`src/rtl/seg_display_arbiter.sv`:
```
// seg_display_arbiter: shares one 4-digit 7-segment display among N_REQ
// requesters. Grants rotate round robin and each one is held for exactly
// DWELL cycles so the shown value stays readable.
// Optional build macro SEG_ARB_PREEMPT_EN makes requester 0 urgent: it
// takes the display mid-dwell from any other owner.
module seg_display_arbiter #(
  parameter int          N_REQ      = 3,
  parameter int          DWELL      = 10_000_000,
  parameter logic [15:0] IDLE_VALUE = 16'h0000
) (
  input  logic                  clk,
  input  logic                  rst,
  input  logic [N_REQ-1:0]      req,
  input  logic [16*N_REQ-1:0]   value_flat,
  output logic [15:0]           disp_value,
  output logic [N_REQ-1:0]      grant,
  output logic                  busy,
  output logic                  dwell_done
);

  localparam logic [0:0]  ST_IDLE = 1'b0;
  localparam logic [0:0]  ST_SHOW = 1'b1;
  localparam logic [23:0] RELOAD  = 24'(DWELL - 1);
  localparam logic [1:0]  RR_INIT = 2'(N_REQ - 1);

  // Reject out-of-range parameters while elaborating.
  generate
    if (N_REQ < 2 || N_REQ > 4) begin : g_bad_nreq
      $error("seg_display_arbiter: N_REQ must be in 2..4");
    end
    if (DWELL < 2 || DWELL > 24'hFFFFFF) begin : g_bad_dwell
      $error("seg_display_arbiter: DWELL must be in 2..2^24-1");
    end
  endgenerate

  logic [0:0]  state;
  logic [23:0] cnt;
  logic [1:0]  rr;
  logic [1:0]  owner;
  logic        pick_valid;
  logic [1:0]  pick_idx;
  logic [1:0]  cand;

  function automatic logic [N_REQ-1:0] onehot(input logic [1:0] idx);
    onehot = {{(N_REQ-1){1'b0}}, 1'b1} << idx;
  endfunction

  function automatic logic [15:0] value_of(input logic [16*N_REQ-1:0] vals,
                                           input logic [1:0] idx);
    value_of = vals[16*idx +: 16];
  endfunction

  // Round-robin pick: scan rr+1, rr+2, ... and keep the nearest active request.
  always_comb begin
    pick_valid = 1'b0;
    pick_idx   = 2'd0;
    cand       = 2'd0;
    for (int k = N_REQ; k >= 1; k--) begin
      cand = 2'((int'(rr) + k) % N_REQ);
      if (req[cand]) begin
        pick_valid = 1'b1;
        pick_idx   = cand;
      end
    end
  end

  // Grant FSM with dwell counter; all outputs are registered here.
  always_ff @(posedge clk) begin
    if (rst) begin
      state      <= ST_IDLE;
      cnt        <= 24'd0;
      rr         <= RR_INIT;
      owner      <= 2'd0;
      grant      <= '0;
      busy       <= 1'b0;
      dwell_done <= 1'b0;
      disp_value <= IDLE_VALUE;
    end else begin
      dwell_done <= 1'b0;
      case (state)
        ST_IDLE: begin
          if (pick_valid) begin
            state      <= ST_SHOW;
            owner      <= pick_idx;
            rr         <= pick_idx;
            grant      <= onehot(pick_idx);
            busy       <= 1'b1;
            cnt        <= RELOAD;
            disp_value <= value_of(value_flat, pick_idx);
          end
        end
        default: begin
`ifdef SEG_ARB_PREEMPT_EN
          if (owner != 2'd0 && req[0]) begin
            owner      <= 2'd0;
            grant      <= onehot(2'd0);
            cnt        <= RELOAD;
            disp_value <= value_of(value_flat, 2'd0);
          end else
`endif
          if (cnt != 24'd0) begin
            cnt <= cnt - 24'd1;
            if (cnt == 24'd1) dwell_done <= 1'b1;
            if (req[owner]) disp_value <= value_of(value_flat, owner);
          end else if (pick_valid) begin
            owner      <= pick_idx;
            rr         <= pick_idx;
            grant      <= onehot(pick_idx);
            cnt        <= RELOAD;
            disp_value <= value_of(value_flat, pick_idx);
          end else begin
            state      <= ST_IDLE;
            grant      <= '0;
            busy       <= 1'b0;
            disp_value <= IDLE_VALUE;
          end
        end
      endcase
    end
  end

endmodule

```
`config.mk`:
```
export PLATFORM = sky130hd
export DESIGN_NAME = seg_display_arbiter
export DESIGN_NICKNAME = d
export VERILOG_FILES = /design/src/rtl/seg_display_arbiter.sv
export SDC_FILE = /design/constraint.sdc
export NUM_CORES = 1
export LEC_CHECK = 0
export ABC_AREA = 0
export CORE_MARGIN = 3
export CORE_UTILIZATION = 50
export DETAILED_ROUTE_END_ITERATION = 10
export PLACE_DENSITY = 0.79
export SLEW_MARGIN = 40
export SYNTH_ARGS = -nofsm -noshare
export SYNTH_HDL_FRONTEND = slang
export SYNTH_SLANG_ARGS = --single-unit
```
`constraint.sdc`:
```
create_clock -name clk -period 3.5 [get_ports clk]
set_input_delay 0.7 -clock clk [delete_from_list [all_inputs] [get_ports clk]]
set_output_delay 0.7 -clock clk [all_outputs]
set_load 0.01 [all_outputs]
```
==> results of run 1 <==
## per-stage QoR
step                 util  cell area [µm²]  std cells  power [µW]  worst slack, ns
CTS                 0.661             4340        580        3590            0.607
detailed placement  0.643             4220        572        3170            0.358
global placement    0.643             4220        572        3090            0.486
finish              0.661             4340        580        3620            0.563
floorplan               -             3490        432        2560            0.750
global route        0.661             4340        580        3890            0.316
## critical path, cell delays in order (launching register included)
cell	delay [ns]
dfxtp_1	0.62
inv_1	0.13
ha_1	0.36
mux2i_1	0.34
nor2_1	0.13
a2111o_1	0.46
o21a_1	0.33
and3_1	0.25
a311oi_1	0.21
## worst max path at each step
| stage | start | to | slack, ns |
|---|---|---|---|
| 2_1_floorplan | owner[0]$_SDFFE_PP0P_ | cnt[19]$_SDFF_PP0_ | 0.75 |
| 6_report | owner[0]$_SDFFE_PP0P_ | disp_value[6]$_SDFFE_PP0P_ | 0.56 |
| 3_5_place_dp | req[1] | disp_value[6]$_SDFFE_PP0P_ | 0.36 |
| 4_1_cts | owner[0]$_SDFFE_PP0P_ | disp_value[3]$_SDFFE_PP0P_ | 0.61 |
| 5_1_grt | owner[0]$_SDFFE_PP0P_ | disp_value[12]$_SDFFE_PP0P_ | 0.32 |
| 3_3_place_gp | req[1] | disp_value[3]$_SDFFE_PP0P_ | 0.49 |
## cell families after synthesis
kind of cell               Yosys count  synth area share
and+or+nand+nor                    134             0.215
muxes                               38             0.109
DFF                                 49             0.281
AOI/OAI and AO/OA                  154             0.291
adders and majority gates            6            0.0215
xor gates and xnor gates             5            0.0126
buffers and inverters               46            0.0682
## area by class of cell
| type | instances | area, µm² | share of cell area |
|---|---|---|---|
| Inverter | 9 | 33.8 | 0.00778 |
| Clock buffer | 7 | 86.3 | 0.0199 |
| Clock inverter | 1 | 30.0 | 0.00692 |
| Multi-Input combinational cell | 337 | 2280 | 0.525 |
| Sequential cell | 49 | 981 | 0.226 |
| Timing Repair Buffer | 84 | 813 | 0.187 |
| Tap cell | 93 | 116 | 0.0268 |
## cells in the mapped netlist, types with 6 or more instances
| cell type | n |
|---|---|
| inv_1 | 9 |
| dfxtp_1 | 49 |
| o21ai_0 | 72 |
| buf_2 | 10 |
| a311oi_1 | 25 |
| a21oi_1 | 16 |
| nor2_1 | 27 |
| nor3_1 | 15 |
| ha_1 | 6 |
| and3_1 | 17 |
| nand2_1 | 28 |
| mux2i_1 | 37 |
| clkbuf_1 | 17 |
## metal layers
layer | track usage | part of all wire | vias to the layer above
met1 | 0.326 | 0.43 | 1689
met3 | 0.0442 | 0.071 | 21
met2 | 0.427 | 0.48 | 169
met5 | 0 | 0 | -
met4 | 0.100 | 0.017 | 0
li1 | - | - | 1751
## flip-flops by register name, summed over array words and instances, names as in the netlist
signal / flops
owner: 2
busy: 1
grant: 3
state: 1
cnt: 24
dwell_done: 1
disp_value: 16
rr: 1
## power by group through the flow
| stage | Clock, µW | Sequential (µW) | Combinational [µW] |
|---|---|---|---|
| 4_1_cts | 427 | 898 | 2270 |
| 3_3_place_gp | 0 | 904 | 2190 |
| 3_5_place_dp | 0 | 906 | 2260 |
| 2_1_floorplan | 0 | 877 | 1690 |
| 5_1_grt | 444 | 927 | 2520 |
| 6_report | 425 | 902 | 2290 |
==> results.md, run 1 <==
- Crit path max fanout: 16
- Reg-to-reg startpoint: owner[0]$_SDFFE_PP0P_
- Clk slew on worst S/H paths: 0.09 ns
- First-pass GRT wire length: 16600 µm
- Worst R2R End: disp_value[6]$_SDFFE_PP0P_
- Area Overhead vs Synth: 24.5%
- Initial DRC Count: 313
- DP Wirelength: 7080 µm
- Syn Inst Count: 432
- Core ar.: 0.00657 mm²
- Hold Slack: 0.489 ns
- Worst skew pair latency: 0.30 ns
- Synth warn: 0
- Clock tree sinks: 49
- Post-cts resize count: 0
- Share of cells above drive strength 1: 0.0760
- Fraction of the yosys area taken by sequential cells: 0.281
- Peak VDD IR: 389 µV
- Gate power share: 0.633
- Relative slew slack: 0.591
- Largest net degree at the start of global routing: 30
- FF+latch count, synth: 49
- Final WL: 9880 µm
- Cell area after synthesis: 0.00349 mm²
- GP Congestion: 0.866
- Tot GR Track Use: 0.256
- TritonCTS clock tree: built
- CTS root buffer: clkbuf_8
- Leakage: 0.00153 µW
- Ys flop type: dfxtp_1
- Synth cell types: 62
- Switching pwr: 1680 µW
- Max Cap Violations: 0
- Fin crit period: 2.94 ns
- RSZ-0062 raised after global routing: no
- Fraction of registers with async set/reset: 0
- Worst Path Required: 3.71 ns
- Tightest Pin Transition: 0.608 ns
- Final max-slew violation count: 0
- GR Overflow Total: 0
- Clock power frac: 0.117
- Status: completed
- Vias in the first global route: 3553
- DRT Pass-1 Iters: 5
- DRC: 0
- Clk buf depth: 2
- EDFF count, synth: 0
- Syn nets: 491
- Hold EP: busy$_SDFFE_PP0P_
- R2R Setup Slk: 0.56 ns
- CP Launch Type: flip-flop
- Setup TNS: 0 ns
- Syn Area/Cell: 8.07 µm²
- Htree depth: 2
- Clock Skew: 0.00872 ns
- FP Rows: 29
- Internal power: 1940 µW
- FMAX: 0.340 GHz
- Die area: 0.00801 mm²
- Via count: 3630
- Post-route ant nets: 0
- Initial Utilization: 0.531
- Crit path kind: flip-flop to flip-flop
- Period utilization: 0.839
- Pwr per Cell Area: 834 mW/mm²
- NumNets Final: 545
- Hold Crit Start: busy$_SDFFE_PP0P_
- Die H: 89.5 µm
- Cts hold-fix bufs: 0
- Post-CTS Setup Bufs: 0
- Fillers: 578
- Horiz. Die Dim: 89.5 µm
- Num CTS Buffers: 5
- Final Hold Vio Count: 0
- Most frequent cells in the layout: clkdlybuf4s50_1 (73), o21ai_0 (72), dfxtp_1 (49)
- Commonest non-fill, non-tap cell in the layout: clkdlybuf4s50_1
- Number of antenna violations at the first check in global routing: 0
- ANT cells: 0
- Worst Hold Class: flip-flop to flip-flop
- Critical path capture point type: flip-flop
- Port Buffers: 73
- Crit path DAT: 3.15 ns
- Yosys top cell area share: 0.281
- # setup viols final: 0
- Top Ports: 74
- Sequential power share: 0.249
- Drt wl/cell: 17.0 µm
- Via density: 6.26
- FF-to-FF path depth: 8
- Switching share of power: 0.465
- Hold path cells: 2
- Ranking of synthesized cells by area: dfxtp_1 (28%), mux2i_1 (11%), o21ai_0 (10%)
- Area leader, netlist: dfxtp_1
No activity file was read; power rests on OpenSTA's default activity.
==> run 2: changes to the inputs <==
Clock period 3.5 ns to 3 ns, I/O delays scaled along.
==> run 2 against run 1 <==
  * Sequential cell count unchanged
  * Worst setup slack worse by 0.28 ns
  * Combinational power grew 23%
  * Hold slack improved by 0.0044 ns
  * Wire length shrank 2.1%
  * Via count down 0.96%
  * Maximum frequency increased by 8.1%
  * Non-clock buffer count is 10 higher
  * Critical path type unchanged
  * Largest cell class unchanged
  * Largest power group unchanged
==> results.md, run 2 (synthesis gave the netlist of run 1 again) <==
- GR Overflow Total: 0
- Hold Crit Start: busy$_SDFFE_PP0P_
- Most frequent cells in the layout: clkdlybuf4s50_1 (73), o21ai_0 (72), dfxtp_1 (49)
- Num CTS Buffers: 5
- CP Launch Type: flip-flop
- Die H: 89.5 µm
- Relative slew slack: 0.648
- CTS root buffer: clkbuf_8
- Critical path capture point type: flip-flop
- Crit path cell chain: inv_1 -> ha_1 -> mux2i_1 -> o21ai_1 -> a2111oi_2 -> buf_4 -> nor2_4 -> o21ai_0 -> a311oi_1
- Top reg by flops: cnt
- Share of cells above drive strength 1: 0.0948
- Status: completed
- Hold EP: busy$_SDFFE_PP0P_
- Post-cts resize count: 0
- Largest net degree at the start of global routing: 30
- Drt wl/cell: 16.4 µm
- NumNets Final: 555
- Clk slew on worst S/H paths: 0.09 ns
- Crit path kind: flip-flop to flip-flop
- Via count: 3595
- Worst Path Required: 3.20 ns
- Clock power frac: 0.107
- Die area: 0.00801 mm²
- Period utilization: 0.906
- Worst R2R End: disp_value[14]$_SDFFE_PP0P_
- ANT cells: 0
- Hold path cells: 2
- Final max-slew violation count: 0
- CP max stage delay: 0.54 ns
- Leakage: 0.00158 µW
- FF-to-FF path depth: 9
- Switching share of power: 0.455
- DP Wirelength: 7170 µm
- Vias in the first global route: 3533
- Top Ports: 74
- Tightest Pin Transition: 0.528 ns
- Slowest cell on the critical path: ha_1
- Post-CTS Setup Bufs: 0
- Initial DRC Count: 279
- FP Rows: 29
- Via density: 6.10
- Crit path max fanout: 22
- Max Cap Violations: 0
- Fillers: 567
- Tot GR Track Use: 0.250
- Fin crit period: 2.72 ns
- R2R Setup Slk: 0.28 ns
- Pwr per Cell Area: 975 mW/mm²
- Peak VDD IR: 402 µV
- RSZ-0062 raised after global routing: no
- Dpl ws: 0.132 ns
- Initial Utilization: 0.531
- Gate power share: 0.655
- Worst skew pair latency: 0.30 ns
- Cts hold-fix bufs: 0
- GP Congestion: 0.839
- DRC: 0
- DRT Pass-1 Iters: 5
- Sequential power share: 0.238
- Setup TNS: 0 ns
- Worst Hold Class: flip-flop to flip-flop
- # setup viols final: 0
- Clock tree sinks: 49
- Htree depth: 2
- Clk buf depth: 2
- Core ar.: 0.00657 mm²
- Clock Skew: 0.00935 ns
- First-pass GRT wire length: 16100 µm
- Final WL: 9670 µm
- Area Overhead vs Synth: 26.7%
- Top Registers: cnt x24, disp_value x16, grant x3
- Internal power: 2350 µW
- Switching pwr: 1960 µW
- TritonCTS clock tree: built
- Final worst slack: 0.282 ns
- Commonest non-fill, non-tap cell in the layout: clkdlybuf4s50_1
- Crit path DAT: 2.92 ns
- Port Buffers: 73
- Final Hold Vio Count: 0
- Largest register FFs: 24
- Horiz. Die Dim: 89.5 µm
- Post-route ant nets: 0
- Reg-to-reg startpoint: rr[1]$_SDFFE_PP1P_
- Number of antenna violations at the first check in global routing: 0
- FMAX: 0.368 GHz
## run 2: routing by layer
metal,part of all wire,routed length [µm],GRT usage
met4,0.0098,95,0.0825
met1,0.44,4300,0.322
met3,0.060,584,0.0442
met5,0,0,0
met2,0.49,4690,0.421
## run 2: worst max path at each step
| stage | start | to | slack, ns |
|---|---|---|---|
| final | rr[1]$_SDFFE_PP1P_ | disp_value[14]$_SDFFE_PP0P_ | 0.28 |
| after CTS | rr[1]$_SDFFE_PP1P_ | disp_value[14]$_SDFFE_PP0P_ | 0.31 |
| after detailed placement | req[2] | disp_value[14]$_SDFFE_PP0P_ | 0.13 |
| after floorplan | owner[0]$_SDFFE_PP0P_ | cnt[19]$_SDFF_PP0_ | 0.25 |
| after global placement | req[2] | disp_value[10]$_SDFFE_PP0P_ | 0.25 |
| after global routing | rr[1]$_SDFFE_PP1P_ | disp_value[3]$_SDFFE_PP0P_ | 0.05 |
## run 2: layout make-up
type	count	area (µm²)	area share
Multi-Input combinational cell	337	2280	0.516
Clock inverter	2	35.0	0.00793
Tap cell	93	116	0.0264
Timing Repair Buffer	94	901	0.204
Sequential cell	49	981	0.222
Clock buffer	5	68.8	0.0156
Inverter	9	33.8	0.00765
## run 2: power by group through the flow
stage | sequential [µW] | clock (µW) | combinational (µW)
after CTS | 1020 | 462 | 2800
after global routing | 1050 | 490 | 3100
after detailed placement | 1030 | 0 | 2790
after floorplan | 1020 | 0 | 1970
final | 1020 | 459 | 2820
after global placement | 1030 | 0 | 2720
## run 2: stage by stage
step / total power (µW) / cells / cell area, µm² / hold WS (ns) / util
4_1_cts: 4280 / 589 / 4420 / 0.497 / 0.672
5_1_grt: 4630 / 589 / 4420 / 0.557 / 0.672
6_report: 4310 / 589 / 4420 / 0.493 / 0.672
3_3_place_gp: 3750 / 582 / 4310 / 0.467 / 0.657
3_5_place_dp: 3820 / 582 / 4310 / 0.480 / 0.657
2_1_floorplan: 2990 / 432 / 3490 / 0.476 / -
## run 2: critical path: cells and delay by family, from the launching register on
kind / cells / cell delay (ns)
AO/OA/AOI/OAI: 4 / 0.92
adder cells (fa/ha/maj): 1 / 0.54
multiplexers: 1 / 0.13
AND/OR/NAND/NOR: 1 / 0.37
buffers and inverters: 2 / 0.30
flip-flops: 1 / 0.36
